[config.mk]
export PLATFORM = sky130hd
export DESIGN_NAME = sync_down_counter
export DESIGN_NICKNAME = d
export VERILOG_FILES = /design/src/rtl/sync_counter_pkg.sv /design/src/rtl/sync_down_counter.sv
export SDC_FILE = /design/constraint.sdc
export NUM_CORES = 1
export LEC_CHECK = 0
export CORE_UTILIZATION = 30
export CTS_BUF_LIST = sky130_fd_sc_hd__clkbuf_16
export CTS_CLUSTER_DIAMETER = 80
export DETAILED_ROUTE_END_ITERATION = 6
export GPL_TIMING_DRIVEN = 1
export PLACE_DENSITY = 0.66
export SYNTH_ARGS = -nofsm -noshare
export SYNTH_HDL_FRONTEND = slang
export SYNTH_SLANG_ARGS = --single-unit
[constraint.sdc]
create_clock -name clk -period 2.13 [get_ports clk]
set_input_delay 0.639 -clock clk [delete_from_list [all_inputs] [get_ports clk]]
set_output_delay 0.639 -clock clk [all_outputs]
set_load 0.005 [all_outputs]
[src/rtl/sync_counter_pkg.sv]
// Shared constants for the synchronous counter family: terminal-count modes
// and the down counter's run/halt state encoding.
package sync_counter_pkg;

    localparam logic [1:0] MODE_WRAP    = 2'b00;
    localparam logic [1:0] MODE_RELOAD  = 2'b01;
    localparam logic [1:0] MODE_ONESHOT = 2'b10;

    typedef enum logic {
        ST_RUN  = 1'b0,
        ST_HALT = 1'b1
    } state_t;

endpackage

[src/rtl/sync_down_counter.sv]
// Down counter with parallel load, count enable, reload register and
// wrap / auto-reload / one-shot behaviour at zero; tc strobes on the zero event.
module sync_down_counter
    import sync_counter_pkg::*;
#(
    parameter int               WIDTH   = 4,
    parameter logic [WIDTH-1:0] RST_VAL = {WIDTH{1'b1}}
) (
    input  logic             clk,
    input  logic             rst,
    input  logic             en,
    input  logic             load,
    input  logic [WIDTH-1:0] load_val,
    input  logic [1:0]       mode,
    output logic [WIDTH-1:0] count,
    output logic             zero,
    output logic             tc,
    output logic             done
);

    logic [WIDTH-1:0] count_reg, count_next;
    logic [WIDTH-1:0] reload_reg, reload_next;
    state_t           state_reg, state_next;
    logic             done_reg, done_next;

    always_ff @(posedge clk or negedge rst) begin
        if (!rst) begin
            count_reg  <= RST_VAL;
            reload_reg <= RST_VAL;
            state_reg  <= ST_RUN;
            done_reg   <= 1'b0;
        end else begin
            count_reg  <= count_next;
            reload_reg <= reload_next;
            state_reg  <= state_next;
            done_reg   <= done_next;
        end
    end

    // Load beats everything, including HALT; HALT then freezes all state.
    always_comb begin
        count_next  = count_reg;
        reload_next = reload_reg;
        state_next  = state_reg;
        done_next   = done_reg;
        if (load) begin
            count_next  = load_val;
            reload_next = load_val;
            state_next  = ST_RUN;
            done_next   = 1'b0;
        end else if (state_reg == ST_HALT) begin
            count_next = count_reg;
        end else if (en) begin
            if (count_reg != '0) begin
                count_next = count_reg - WIDTH'(1);
            end else begin
                case (mode)
                    MODE_RELOAD:  count_next = reload_reg;
                    MODE_ONESHOT: begin
                        state_next = ST_HALT;
                        done_next  = 1'b1;
                    end
                    default:      count_next = '1;
                endcase
            end
        end
    end

    assign count = count_reg;
    assign zero  = (count_reg == '0);
    assign tc    = en & ~load & zero & (state_reg == ST_RUN);
    assign done  = done_reg;

endmodule

==> After elaboration in Yosys (flattened, before gate mapping) <==
Index checks and enable logic that the tools add are counted.
{ "word_totals": {"regBits": 10, "latch_bits": 0, "ram_bits": 0, "rom_bits": 0, "output_inout_bits": 7, "elab_cells": 36, "mem_count": 0} }
{ "classes": {"addsub": 1, "n_mul": 0, "div_mod_pow": 0, "magnitude_cmp": 0, "eq_ne": 5, "shift": 0, "mux": 15, "bitwise": 5, "reduce_logical": 6} }
{ "ops": {"columns": ["cell", "count"], "rows": [
  ["two-way mux 4 bit", 4],
  ["two-way mux 1 bit", 10],
  ["case mux 4 bit (2 select lines)", 1],
  ["zero test 4 bit", 1],
  ["inequality test 2 bit (second input constant)", 2],
  ["AND reduction 4 bit", 1],
  ["nonzero test 2 bit", 2],
  ["nonzero test 4 bit", 1],
  ["subtractor 4 x 1 -> 4 bit (second input constant)", 1],
  ["AND 1 bit", 3],
  ["inequality test 3 bit (second input constant)", 1],
  ["AND reduction 3 bit", 1],
  ["== test 2 x 1 -> 1 bit (second input constant)", 1],
  ["== test 2 bit (second input constant)", 1],
  ["inverter 1 bit", 2]
]} }

==> Depth between registers and ports, before layout <==
Gate-level depths: netlist of the first run.
{ "depth": {"word_depth": 6, "mapped_depth": 6} }

==> Worst setup path before layout of the first run <==
OpenSTA, ideal clock, no wires.
{ "synth_timing": {"path_type": "register to output", "startpoint": "register count_reg[0] (netlist: count[0])", "endpoint": "output tc", "arrival_time_ns": 1.226, "slack_ns": 0.265, "path_stages_with_launch": 5, "path_buffers": 0, "path_cell_list": "dfstp_2 > inv_1 > ha_1 > nor3b_4 > nor3b_2"} }
{ "synth_via": {"elab_chain_cells": 3} }
{ "synth_rtl": {"columns": ["element", "line", "source"], "rows": [
  ["start: declaration", "sync_down_counter.sv:21", "logic [WIDTH-1:0] count_reg, count_next;"],
  ["start signal: assignment", "sync_down_counter.sv:33", "count_reg <= count_next;"],
  ["zero test 4 bit", "sync_down_counter.sv:70", "assign zero = (count_reg == '0);"],
  ["via zero", "sync_down_counter.sv:16", "output logic zero,"],
  ["AND 1 bit (2 in series)", "sync_down_counter.sv:71", "assign tc = en & ~load & zero & (state_reg == ST_RUN);"],
  ["end: declaration", "sync_down_counter.sv:17", "output logic tc,"]
]} }
The timed path passes the listed nets, and every way through them passes these cells.

==> Final worst setup path of the first run <==
{ "layout_timing": {"startpoint": "register count_reg[0] (netlist: count[0])", "endpoint": "output count[0]"} }
{ "layout_rtl": {"columns": ["element", "line", "source"], "rows": [
  ["end: declaration", "sync_down_counter.sv:15", "output logic [WIDTH-1:0] count,"]
]} }
No word-level cell between the ends.

==> results of run 1 <==
[metal layers]
layer | GRT usage (%) | share of wire (%) | vias to the layer above
li1 | - | - | 277
met1 | 20.2 | 47 | 259
met2 | 25.1 | 46 | 14
met3 | 3.53 | 3.0 | 5
met4 | 12.4 | 3.3 | 0
met5 | 0 | 0 | -
[what timing repair did]
action | 4_1_cts | 5_1_grt
setup endpoints to repair | 2 | 2
resized for setup | 6 | 1
hold buffers | 0 | 0
gates cloned | 0 | 0
[placed cells by master, fill, tap and decap left out, drive strengths merged]
cell           instances
ha                     1
nand2b                 1
nor3b                  6
a21boi                 1
nand4b                 1
buf                   12
o21ai                  5
inv                    6
mux2i                  3
o31ai                  2
dlygate4sd2            2
nand2                  5
clkinv                 1
clkdlybuf4s50         13
nor2b                  2
dfrtp                  2
a31oi                  3
o21bai                 2
a21oi                  5
a211o                  1
dfstp                  8
a2bb2oi                1
nor2                   2
clkbuf                 3
nor3                   1
mux2                   1
[per-stage QoR]
stage | cell area (um^2) | TNS, ps | hold slack [ps] | util, % | std cells
global route | 928 | 0 | 484 | 52.1 | 115
CTS | 926 | 0 | 471 | 51.9 | 115
floorplan | 584 | 0 | 343 | - | 60
global placement | 855 | -402 | 463 | 47.9 | 111
detailed placement | 855 | -408 | 464 | 47.9 | 111
finish | 928 | 0 | 465 | 52.1 | 115
[power groups by stage]
stage | Clock [mW] | Combinational [mW] | Sequential, mW
after floorplan | 0 | 0.0700 | 0.243
after global placement | 0 | 0.160 | 0.239
after detailed placement | 0 | 0.162 | 0.241
after CTS | 0.346 | 0.162 | 0.238
after global routing | 0.356 | 0.179 | 0.242
final | 0.339 | 0.160 | 0.238
[worst paths after layout]
| path | to | startpoint | slack, ps | cells past startpoint |
|---|---|---|---|---|
| worst min register to register | reload_reg[1] | reload_reg[1] | 460 | 2 |
| min in group asynchronous | state_reg | rst | 720 | 1 |
| worst max-delay path | count[0] | count[0] | 80 | 2 |
| worst min-delay path | reload_reg[1] | reload_reg[1] | 460 | 2 |
| max in group asynchronous | count[2] | rst | 1070 | 1 |
| worst max register to register | count[0] | count[0] | 450 | 7 |
[critical path: stages (launching register included)]
cell             delay, ps
dfstp_2                520
buf_4                  140
clkdlybuf4s50_1        500
[kinds of logic (layout without fill, tap and decap cells)]
group | count (synthesis) | in the layout | share of synthesized area [%]
DFF | 10 | 10 | 44.5
and+or+nand+nor | 18 | 18 | 20.6
adders and majority gates | 1 | 1 | 2.14
muxes | 4 | 4 | 7.07
AOI/OAI and AO/OA | 20 | 20 | 21.2
buffers and inverters | 7 | 37 | 4.50
[layout make-up]
type | count | area share [%]
Multi-Input combinational cell | 43 | 32.3
Clock buffer | 3 | 8.09
Timing Repair Buffer | 27 | 25.3
Tap cell | 25 | 3.37
Sequential cell | 10 | 28.0
Clock inverter | 1 | 0.404
Inverter | 6 | 2.43
==> out/metrics.yaml, run 1 <==
status: "completed"
slew_viol_final: 0
gp_congestion: 0.844
layout-drive-gt1-share_pct: 28.9
yosysTopAreaCell: "dfstp_2"
htreeDepth: 1
ys_async_sr_fraction_pct: 100
drt-initial-drc-count: 6
worst_setup_path_start_kind: "flip-flop"
syn_area_um2: 584
syn_inst: 60
clock_skew_ps: 3.13
via_per_inst: 4.83
cp.required_ps: 1490
drt-total-wl_um: 1410
setup_viol: 0
cts-root-buf: "clkbuf_16"
ant_nets: 0
io_pins: 17
switchingPower_uw: 174
clock_latency_ps: 240
switching_share_pct: 23.7
hp-class: "flip-flop to flip-flop"
cts_tree: "yes"
final_nets: 102
grt_usage_pct: 16.5
diodes: 0
p_comb_share_pct: 21.7
num_vias: 555
coreArea_um2: 1780
hpwl_um: 1060
crit_fanout: 7
power.total_uw: 737
fmax_mhz: 488
synth_edf_count: 0
antenna_found_initial: 0
fp.dieH_um: 46.1
syn_area_per_cell_um2: 9.74
power_frac_clock_pct: 46.0
grt_pass1_wl_um: 2340
drc: 0
post_drt_wl_per_cell_um: 12.3
yosys.cell_count.top_type: "dfstp_2"
maxSlewHeadroom_pct: 69.9
clkSinkCount: 10
ys_ff_latch: 10
initial_utilization_pct: 32.8
fp.dieArea_um2: 2130
maxCapViolCount: 0
synth_area_leaders: "dfstp_2 (36%), dfrtp_1 (8.6%), mux2i_1 (5.1%), nor3b_1 (5.1%), a21oi_1 (4.3%)"
clock_path_buffers: 2
cp.arrival_ps: 1410
synth-main-ff-cell: "dfstp_2"
pre_cts_ws_ps: -408
period_share_pct: 96.2
multi_input_area_um2: 300
port_buffers: 16
yosysUniqueCellTypes: 25
post_cts_buffers: 0
vdd_drop_max_v: 0.000366
numCtsBuffers: 3
synth_top_area_share_pct: 36.0
syn_to_final_growth_pct: 58.9
dr.pass1.iters: 4
grt_max_degree: 15
synth_nets: 71
grt_pass1_vias: 561
layout_setup_ws_ps: 81.6
hold_viol: 0
p_seq_share_pct: 32.3
clk_pin_slew_ps: 40
fillers: 173
leakagePower_nw: 0.399
yosys_warnings: 0
worstMarginPinSlew_ps: 450
rows: 15
power_density_nw_per_um2: 794
chipWidth_um: 46.1
yosys-top-cells-count: "dfstp_2 (8), inv_1 (6), a21oi_1 (5), nand2_1 (5)"
endpoint_kind: "primary output"
period_needed_ps: 2050
cellInternalPower_uw: 562
rsz0062_at_grt: "no"
register_area_um2: 260
worstSetupPathType: "flip-flop to primary output"
grt-ovfl-total: 0
synth-seq-area-share_pct: 44.5
(Power assumes the default switching activity.)
==> run 2: changes to the inputs <==
--- a/config.mk
+++ b/config.mk
@@ -5,12 +5,13 @@
 export SDC_FILE = /design/constraint.sdc
 export NUM_CORES = 1
 export LEC_CHECK = 0
-export CORE_UTILIZATION = 30
+export CORE_UTILIZATION = 44
 export CTS_BUF_LIST = sky130_fd_sc_hd__clkbuf_16
 export CTS_CLUSTER_DIAMETER = 80
+export CTS_CLUSTER_SIZE = 28
 export DETAILED_ROUTE_END_ITERATION = 6
 export GPL_TIMING_DRIVEN = 1
-export PLACE_DENSITY = 0.66
+export PLACE_DENSITY = 0.86
 export SYNTH_ARGS = -nofsm -noshare
 export SYNTH_HDL_FRONTEND = slang
 export SYNTH_SLANG_ARGS = --single-unit
==> out/metrics.yaml, run 2 (synthesis results as in run 1) <==
status: "completed"  # unchanged
rsz0062_at_grt: "no"  # unchanged
period_needed_ps: 2080  # was 2050 ps
maxCapViolCount: 0  # unchanged
slew_viol_final: 0  # unchanged
chipWidth_um: 38.4  # was 46.1 um
hpwl_um: 1100  # was 1060 um
ant_nets: 0  # unchanged
post_drt_wl_per_cell_um: 16.9  # was 12.3 um
syn_to_final_growth_pct: 55.5  # was 58.9%
initial_utilization_pct: 49.9  # was 32.8%
final_cell_mix: "clkdlybuf4s50_1 (13), buf_4 (11), dfstp_2 (8), inv_1 (6)"  # unchanged
register_area_um2: 260  # unchanged
worstMarginPinSlew_ps: 450  # about the same
coreArea_um2: 1170  # was 1780 um^2
grt_pass1_vias: 607  # was 561
cp.required_ps: 1490  # about the same
final_common_cell: "clkdlybuf4s50_1"  # unchanged
gp_congestion: 0.912  # was 0.844
setup_viol: 0  # unchanged
hp-class: "flip-flop to flip-flop"  # unchanged
drc: 0  # unchanged
numCtsBuffers: 3  # unchanged
grt_pass1_wl_um: 2840  # was 2340 um
placed_cell_area_um2: 833  # was 855 um^2
htreeDepth: 1  # unchanged
layout-drive-gt1-share_pct: 28.1  # was 28.9%
clock_skew_ps: 1.53  # was 3.13 ps
antenna_found_initial: 0  # unchanged
multi_input_area_um2: 298  # was 300 um^2
power.total_uw: 731  # was 737 uW
drt-total-wl_um: 1740  # was 1410 um
final_cell_area_um2: 908  # was 928 um^2
period_share_pct: 97.8  # was 96.2%
drt-initial-drc-count: 20  # was 6
grt-ovfl-total: 0  # unchanged
worstSetupPathType: "flip-flop to primary output"  # unchanged
final_nets: 102  # unchanged
diodes: 0  # unchanged
rows: 12  # was 15
cts-root-buf: "clkbuf_16"  # unchanged
grt_max_degree: 15  # unchanged
num_vias: 586  # was 555
maxSlewHeadroom_pct: 69.9  # about the same
leakagePower_nw: 0.399  # about the same
worst_setup_path_start_kind: "flip-flop"  # unchanged
crit_fanout: 3  # was 7
via_per_inst: 5.69  # was 4.83
cts_tree: "yes"  # unchanged
clk_pin_slew_ps: 40  # about the same
clkSinkCount: 10  # unchanged
holdWs_ps: 467  # was 465 ps
fmax_mhz: 480  # was 488 MHz
io_pins: 17  # unchanged
cts_hold_buf: 0  # unchanged
hold_viol: 0  # unchanged
cp.arrival_ps: 1440  # was 1410 ps
port_buffers: 16  # unchanged
vdd_drop_max_v: 0.000625  # was 0.000366 V
clock_latency_ps: 230  # was 240 ps
power_density_nw_per_um2: 804  # was 794 nW/um^2
fillers: 77  # was 173
clock_path_buffers: 2  # unchanged
fp.dieH_um: 38.4  # was 46.1 um
dr.pass1.iters: 4  # unchanged
endpoint_kind: "primary output"  # unchanged
grt_usage_pct: 30.6  # was 16.5%
fp.dieArea_um2: 1480  # was 2130 um^2
run 2: cell count changes in the layout (fill, tap and decap cells not counted), sizes merged:
cell,delta
clkinv,-1
run 2: power by group:
| group | internal [mW] | switching, mW |
|---|---|---|
| sequential | 0.222 | 0.0172 |
| clock | 0.243 | 0.0809 |
| combinational | 0.0928 | 0.0751 |
run 2: final timing paths:
path                                from            end  cells after the start  slack, ps
max                             count[0]             tc                      5         50
min                        reload_reg[1]  reload_reg[1]                      2        470
max reg2reg                     count[0]       count[0]                      7        400
min reg2reg                reload_reg[1]  reload_reg[1]                      2        470
max in group asynchronous            rst       count[0]                      1       1070
min in group asynchronous            rst      state_reg                      1        720
run 2: routing by layer:
metal | routed length, um | track usage, % | vias to the layer above
li1 | - | - | 278
met1 | 684 | 31.9 | 277
met2 | 953 | 53.4 | 27
met3 | 74 | 8.14 | 4
met4 | 31 | 19.8 | 0
met5 | 0 | 0 | -
run 2: critical path, stage by stage, from the launching register on:
cell and delay (ps):
dfstp_2 520, inv_1 50, ha_1 200, nor3b_4 150, nor3b_2 160, buf_2 130
run 2: cell type report:
type / count / area share, %
Sequential cell: 10 / 28.7
Inverter: 6 / 2.48
Timing Repair Buffer: 27 / 25.9
Tap cell: 14 / 1.93
Clock buffer: 3 / 8.26
Multi-Input combinational cell: 43 / 32.8
run 2: metrics by stage:
stage          setup slack, ps  TNS [ps]  utilization [%]  cells
2_1_floorplan              265         0                -     60
3_3_place_gp              -382      -382             71.2     99
3_5_place_dp              -421      -421             71.2     99
4_1_cts                   67.1         0             77.6    103
5_1_grt                   16.2         0             77.6    103
6_report                  46.3         0             77.6    103
run 2: what timing repair did:
item | CTS | global route
resized for setup | 6 | 0
setup buffers | 1 | 0
endpoints found under the setup margin | 2 | 0
==> run 3: changes to the inputs <==
--- a/config.mk
+++ b/config.mk
@@ -5,12 +5,12 @@
 export SDC_FILE = /design/constraint.sdc
 export NUM_CORES = 1
 export LEC_CHECK = 0
+export CAP_MARGIN = 0
 export CORE_UTILIZATION = 44
 export CTS_BUF_LIST = sky130_fd_sc_hd__clkbuf_16
 export CTS_CLUSTER_DIAMETER = 80
 export CTS_CLUSTER_SIZE = 28
 export DETAILED_ROUTE_END_ITERATION = 6
-export GPL_TIMING_DRIVEN = 1
 export PLACE_DENSITY = 0.86
 export SYNTH_ARGS = -nofsm -noshare
 export SYNTH_HDL_FRONTEND = slang
==> results of run 3 <==
No change in the layout: final DEF, timing and power equal those of run 2.
